$ cat src/rtl/bus_pkg.sv
// Shared definitions for the CPU IO bus router: read-source select and wait FSM states.
package bus_pkg;

  typedef enum logic [1:0] {
    SRC_MEM = 2'd0,
    SRC_IO  = 2'd1,
    SRC_DEV = 2'd2
  } bus_src_e;

  typedef enum logic {
    WS_IDLE = 1'b0,
    WS_WAIT = 1'b1
  } wait_state_e;

  localparam logic [19:0] IO_PORT_ADDR_DEFAULT = 20'h0BFFC;

endpackage

$ cat src/rtl/bus_wait_ctrl.sv
// Wait-state controller: stalls the CPU for wait_n cycles when a waited device is first hit.
module bus_wait_ctrl
  import bus_pkg::*;
(
  input  logic       clk,
  input  logic       reset,
  input  logic       start,
  input  logic [3:0] wait_n,
  input  logic       ready,
  output logic       fsm_ready
);

  wait_state_e state_q, state_d;
  logic [3:0]  cnt_q, cnt_d;

  always_ff @(posedge clk) begin
    if (reset) begin
      state_q <= WS_IDLE;
      cnt_q   <= '0;
    end else begin
      state_q <= state_d;
      cnt_q   <= cnt_d;
    end
  end

  // fsm_ready is kept apart from next-state so the ready feedback forms no loop.
  always_comb begin
    fsm_ready = 1'b1;
    case (state_q)
      WS_IDLE: fsm_ready = ~start;
      WS_WAIT: fsm_ready = (cnt_q == '0);
      default: fsm_ready = 1'b1;
    endcase
  end

  always_comb begin
    state_d = state_q;
    cnt_d   = cnt_q;
    case (state_q)
      WS_IDLE: begin
        if (start) begin
          state_d = WS_WAIT;
          cnt_d   = wait_n - 4'd1;
        end
      end
      WS_WAIT: begin
        if (cnt_q != '0) begin
          cnt_d = cnt_q - 4'd1;
        end else if (ready) begin
          state_d = WS_IDLE;
        end
      end
      default: state_d = WS_IDLE;
    endcase
  end

endmodule

$ cat src/rtl/io_bus_router.sv
// CPU bus address decoder / read mux with IO port register and device wait states.
// Optional macro BUS_STRESS_READY_EN: ready is only allowed on alternate cycles.
module io_bus_router
  import bus_pkg::*;
#(
  parameter int unsigned                 ADDR_W       = 20,
  parameter int unsigned                 NUM_DEV      = 2,
  parameter logic [NUM_DEV*ADDR_W-1:0]   DEV_BASE     = {20'h0D640, 20'h0D000},
  parameter logic [NUM_DEV*ADDR_W-1:0]   DEV_MASK     = {20'hFFFC0, 20'hFFF00},
  parameter logic [NUM_DEV*4-1:0]        DEV_WAIT     = {4'd0, 4'd2},
  parameter logic [ADDR_W-1:0]           IO_PORT_ADDR = IO_PORT_ADDR_DEFAULT
) (
  input  logic                 clk,
  input  logic                 reset,
  input  logic [ADDR_W-1:0]    cpu_address_next,
  input  logic                 cpu_write_next,
  input  logic [7:0]           cpu_data_out,
  input  logic                 mapper_busy,
  input  logic [7:0]           mem_data_i,
  input  logic [8*NUM_DEV-1:0] dev_data_i,
  output logic [7:0]           cpu_data_in,
  output logic                 ready,
  output logic                 mem_we,
  output logic [NUM_DEV-1:0]   dev_cs,
  output logic                 dev_we,
  output logic [7:0]           io_port,
  output logic                 irq,
  output logic                 nmi
);

  localparam int unsigned IDX_W = (NUM_DEV > 1) ? $clog2(NUM_DEV) : 1;

  logic             io_hit, dev_any, mem_hit, dev_start, fsm_ready, stress_ok;
  logic [IDX_W-1:0] hit_idx;
  logic [3:0]       wait_n;
  bus_src_e         sel_q, sel_d;
  logic [IDX_W-1:0] sel_idx_q, sel_idx_d;
  logic [7:0]       io_port_q, io_port_d;

  // IO port beats every device; among devices the lowest index wins.
  always_comb begin
    io_hit  = (cpu_address_next == IO_PORT_ADDR);
    dev_any = 1'b0;
    dev_cs  = '0;
    hit_idx = '0;
    wait_n  = '0;
    for (int unsigned i = 0; i < NUM_DEV; i++) begin
      if (!io_hit && !dev_any &&
          ((cpu_address_next & DEV_MASK[i*ADDR_W +: ADDR_W]) == DEV_BASE[i*ADDR_W +: ADDR_W])) begin
        dev_any   = 1'b1;
        dev_cs[i] = 1'b1;
        hit_idx   = IDX_W'(i);
        wait_n    = DEV_WAIT[i*4 +: 4];
      end
    end
    mem_hit   = ~io_hit & ~dev_any;
    dev_start = dev_any & (wait_n != '0);
  end

`ifdef BUS_STRESS_READY_EN
  logic stress_phase_q, stress_phase_d;

  always_comb stress_phase_d = ~stress_phase_q;

  always_ff @(posedge clk) begin
    if (reset) stress_phase_q <= 1'b0;
    else       stress_phase_q <= stress_phase_d;
  end

  assign stress_ok = ~stress_phase_q;
`else
  assign stress_ok = 1'b1;
`endif

  bus_wait_ctrl u_wait (
    .clk       (clk),
    .reset     (reset),
    .start     (dev_start),
    .wait_n    (wait_n),
    .ready     (ready),
    .fsm_ready (fsm_ready)
  );

  assign ready = fsm_ready & ~mapper_busy & stress_ok & ~reset;

  always_comb begin
    sel_d     = sel_q;
    sel_idx_d = sel_idx_q;
    io_port_d = io_port_q;
    if (ready) begin
      sel_d     = io_hit ? SRC_IO : (dev_any ? SRC_DEV : SRC_MEM);
      sel_idx_d = hit_idx;
      if (io_hit && cpu_write_next) io_port_d = cpu_data_out;
    end
  end

  always_ff @(posedge clk) begin
    if (reset) begin
      sel_q     <= SRC_MEM;
      sel_idx_q <= '0;
      io_port_q <= '0;
    end else begin
      sel_q     <= sel_d;
      sel_idx_q <= sel_idx_d;
      io_port_q <= io_port_d;
    end
  end

  always_comb begin
    cpu_data_in = mem_data_i;
    case (sel_q)
      SRC_IO:  cpu_data_in = io_port_q;
      SRC_DEV: begin
        for (int unsigned i = 0; i < NUM_DEV; i++) begin
          if (sel_idx_q == IDX_W'(i)) cpu_data_in = dev_data_i[i*8 +: 8];
        end
      end
      default: cpu_data_in = mem_data_i;
    endcase
  end

  assign mem_we  = cpu_write_next & ready & mem_hit;
  assign dev_we  = cpu_write_next & ready & dev_any;
  assign io_port = io_port_q;
  assign irq     = io_port_q[0];
  assign nmi     = io_port_q[1];

endmodule

$ cat config.mk
export PLATFORM = sky130hd
export DESIGN_NAME = io_bus_router
export DESIGN_NICKNAME = d
export VERILOG_FILES = /design/src/rtl/bus_pkg.sv /design/src/rtl/bus_wait_ctrl.sv /design/src/rtl/io_bus_router.sv
export SDC_FILE = /design/constraint.sdc
export NUM_CORES = 1
export LEC_CHECK = 0
export ABC_AREA = 1
export CELL_PAD_IN_SITES_DETAIL_PLACEMENT = 0
export CELL_PAD_IN_SITES_GLOBAL_PLACEMENT = 1
export CORE_ASPECT_RATIO = 1.5
export CORE_MARGIN = 2
export CORE_UTILIZATION = 25
export CTS_BUF_LIST = sky130_fd_sc_hd__clkbuf_4
export CTS_CLUSTER_SIZE = 24
export DETAILED_ROUTE_END_ITERATION = 10
export DONT_BUFFER_PORTS = 1
export GPL_TIMING_DRIVEN = 0
export PLACE_DENSITY_LB_ADDON = 0.25
export REMOVE_ABC_BUFFERS = 1
export SETUP_SLACK_MARGIN = 0.5
export SYNTH_ARGS = -nofsm -noshare
export SYNTH_HDL_FRONTEND = slang
export SYNTH_SLANG_ARGS = --single-unit
export TNS_END_PERCENT = 5
$ cat constraint.sdc
create_clock -name clk -period 1.7 [get_ports clk]
set_input_delay 0.425 -clock clk [delete_from_list [all_inputs] [get_ports clk]]
set_output_delay 0.425 -clock clk [all_outputs]
set_load 0.02 [all_outputs]
==> parameters.txt <==
Parameter                              Value

Run status
  Result of the run    finished with violations
  Violated checks    negative setup slack

GRT
  Grt total ovfl    0
  GRT Total Usage    0.114
  Largest net degree at the start of global routing    17
  Antenna violations before repair    0
  Via count of the first global-routing pass    1,064
  Global-route wire length before repair    4840 microns

Placed design
  Placed instance area    1270 sq um
  Buffers added on ports    0
  Gpl congestion    0.733
  Sum of net half-perimeters after detailed placement    2510 microns

Drt
  Via density per instance    4.69
  1st-pass router iterations    4
  Violation count after the first detailed-route iteration    37
  Post-detailed-route wirelength per cell    13.1 microns
  Final routed DRC violation total    0
  Total vias in the final route    1,192
  Aggregate routed wire length    3340 microns
  Antenna viol nets, final    0

CTS
  Root Buffer Master    clkbuf_4
  Depth of the CTS H-tree    1
  Clock latency on the worst-skew pair    0.28 ns
  Clock buffer depth    2
  Clk pin slew, worst setup/hold paths    0.10 ns
  Total number of clock tree sinks    16
  TritonCTS clock tree    built
  TritonCTS Buffers    3
  Hold buffer count at CTS    0

Min path
  Worst Hold Class    in -> reg

Floorplan
  Number of core rows    31
  Chip Height    90.8 microns
  Width of the chip    61.9 microns
  # IOs    79
  Core area    4850 sq um
  Initial Utilization    0.259
  Full die area    5610 sq um

Yosys
  Count of synthesis-stage warnings from yosys    0
  Cells after Synth    191
  Share of the yosys chip area belonging to registers    0.255
  Number of distinct library cells after synthesis    28
  Synth Cell Area    1250 sq um
  Synth Register Bits    16
  Mean instance size in the synthesized netlist    6.57 sq um

STA
  Worst slack on hold paths    0.183 ns
  Highest achievable clock rate    483 MHz
  Worst slew margin    0.548
  Setup TNS Final    -2.57 ns
  Unrepaired setup endpoints after global routing    true
  Period utilization    1.22
  Final worst path period need    2.07 ns
  Worst-margin pin slew    0.672 ns
  Final hold vios    0
  Final slew viol count    0
  Number of endpoints failing setup at the final stage    19
  Setup WS post-layout    -0.370 ns
  Worst Clk Skew    0.00379 ns

Worst setup path
  Slowest Stage Delay on Critical Path    0.33 ns
  Critical path data required time    1.27 ns
  Classification of the worst setup path    reg -> out
  Arrival time at the worst endpoint    1.65 ns
  Crit path capture type    primary output
  Category of the worst setup path launch point    register
  Worst Path Max Fanout    5
  Slowest CP cell    dfxtp_2
  Cells along the critical path    inv_2, ha_4, nand2_4, o21ai_4, nand3_4, clkinvlp_4, nand2_2, nor3_4

Power and ir drop
  Highest ir drop seen on vdd    0.188 mV
  Total power    719 uW
  Leakage power total    0.000595 uW
  Power per standard cell area    464 nW/um^2

Finish
  Number of nets in the layout    250
  Commonest non-fill, non-tap cells in the layout    27 x nand2_1, 24 x inv_1, 14 x nor2_2
  Fraction of the core area covered by cells at the end of the flow    0.319
  Post-route cell area    1550 sq um
  Area growth, synth to finish    23.4%
  Multi-input logic area    945 sq um
  Total of fill cells in the finished design    564
  Register cell area after layout    343 sq um
  Commonest non-fill, non-tap cell in the layout    nand2_1
  Number of diodes added for antenna fixing    0
  Ratio of cells with drive above 1 in the final layout    0.420

Job
  Max Cap Violations    0
## Yosys cell counts
| cell type | instances | area (sq um) |
|---|---|---|
| a21oi_1 | 15 | 75.1 |
| a22oi_1 | 8 | 60.1 |
| buf_4 | 3 | 22.5 |
| buf_6 | 1 | 11.3 |
| buf_8 | 1 | 15.0 |
| clkbuf_1 | 5 | 18.8 |
| dfxtp_1 | 16 | 320 |
| ha_1 | 4 | 50.1 |
| inv_1 | 30 | 113 |
| inv_2 | 1 | 3.75 |
| nand2_1 | 33 | 124 |
| nand2_2 | 3 | 18.8 |
| nand3_1 | 4 | 20.0 |
| nand3_2 | 2 | 20.0 |
| nand3_4 | 1 | 17.5 |
| nand4_1 | 4 | 25.0 |
| nor2_1 | 15 | 56.3 |
| nor2_2 | 14 | 87.6 |
| nor2_4 | 1 | 11.3 |
| nor3_1 | 2 | 10.0 |
| nor3b_1 | 1 | 7.51 |
| nor4_1 | 1 | 6.26 |
| o211ai_1 | 1 | 7.51 |
| o21a_1 | 8 | 60.1 |
| o21ai_0 | 14 | 70.1 |
| o21ai_2 | 1 | 8.76 |
| or2_2 | 1 | 6.26 |
| xnor2_1 | 1 | 8.76 |
## worst max-delay path: cells and delay by family, from the launching register on
kind | cells | cell delay [ns]
simple gates | 4 | 0.47
flops | 1 | 0.33
buf+inv | 2 | 0.25
compound gates | 1 | 0.16
fa+ha+maj | 1 | 0.15
## routing by layer
metal  routed length, microns  vias up  part of all wire  global-route usage
met5                        0        -                 0                   0
met4                       23        0            0.0069              0.0319
met3                      277        2             0.083              0.0287
met2                     1760       60              0.53               0.199
met1                     1270      521              0.38               0.131
li1                         -      609                 -                   -
## registers in the layout (all words and copies together) (netlist names)
name and count:
io_port 8, sel_idx_q 1, sel_q 2, u_wait.cnt_q 4, u_wait.state_q 1
## through the flow
stage	worst slack, ns	instances
floorplan	-0.366	181
global placement	-0.576	247
global route	-0.487	254
CTS	-0.465	253
finish	-0.370	254
detailed placement	-0.586	247
## what timing repair did
item                       in CTS  in global routing
gates resized for setup        44                 23
setup endpoints to repair      37                 29
pin swaps                      18                 19
setup buffers                   3                  1
## path summary, 6_finish.rpt
kind                           startpoint                      endpoint  slack [ns]  cells past startpoint
max reg2reg  u_wait.cnt_q[1]$_SDFFE_PP0P_       io_port[5]$_SDFFE_PP0P_       -0.09                     10
max          u_wait.cnt_q[1]$_SDFFE_PP0P_                        mem_we       -0.37                      8
min reg2reg  u_wait.cnt_q[1]$_SDFFE_PP0P_  u_wait.cnt_q[1]$_SDFFE_PP0P_        0.46                      2
min                                 reset         sel_q[1]$_SDFFE_PP0N_        0.18                      1
## report_power, final
| part | total [uW] | internal, uW | switching [uW] |
|---|---|---|---|
| sequential | 374 | 373 | 1.50 |
| clock | 209 | 82.1 | 127 |
| combinational | 136 | 46.8 | 88.7 |
## area by class of cell
cell class	instances	area share
clock buffers	3	0.0145
well taps	66	0.0533
flip-flops and latches	16	0.221
inverters	31	0.0792
multi-input cells	134	0.610
repair buffers	4	0.0218
## kinds of logic (layout without fill, tap and decap cells)
group,Yosys count,in the layout,share of synthesized area
AND/OR/NAND/NOR,82,82,0.327
XOR/XNOR,1,1,0.00698
adder cells (fa/ha/maj),4,4,0.0399
flip-flops,16,16,0.255
AO/OA/AOI/OAI,47,47,0.224
buffers and inverters,41,38,0.147
(Power assumes the default switching activity.)
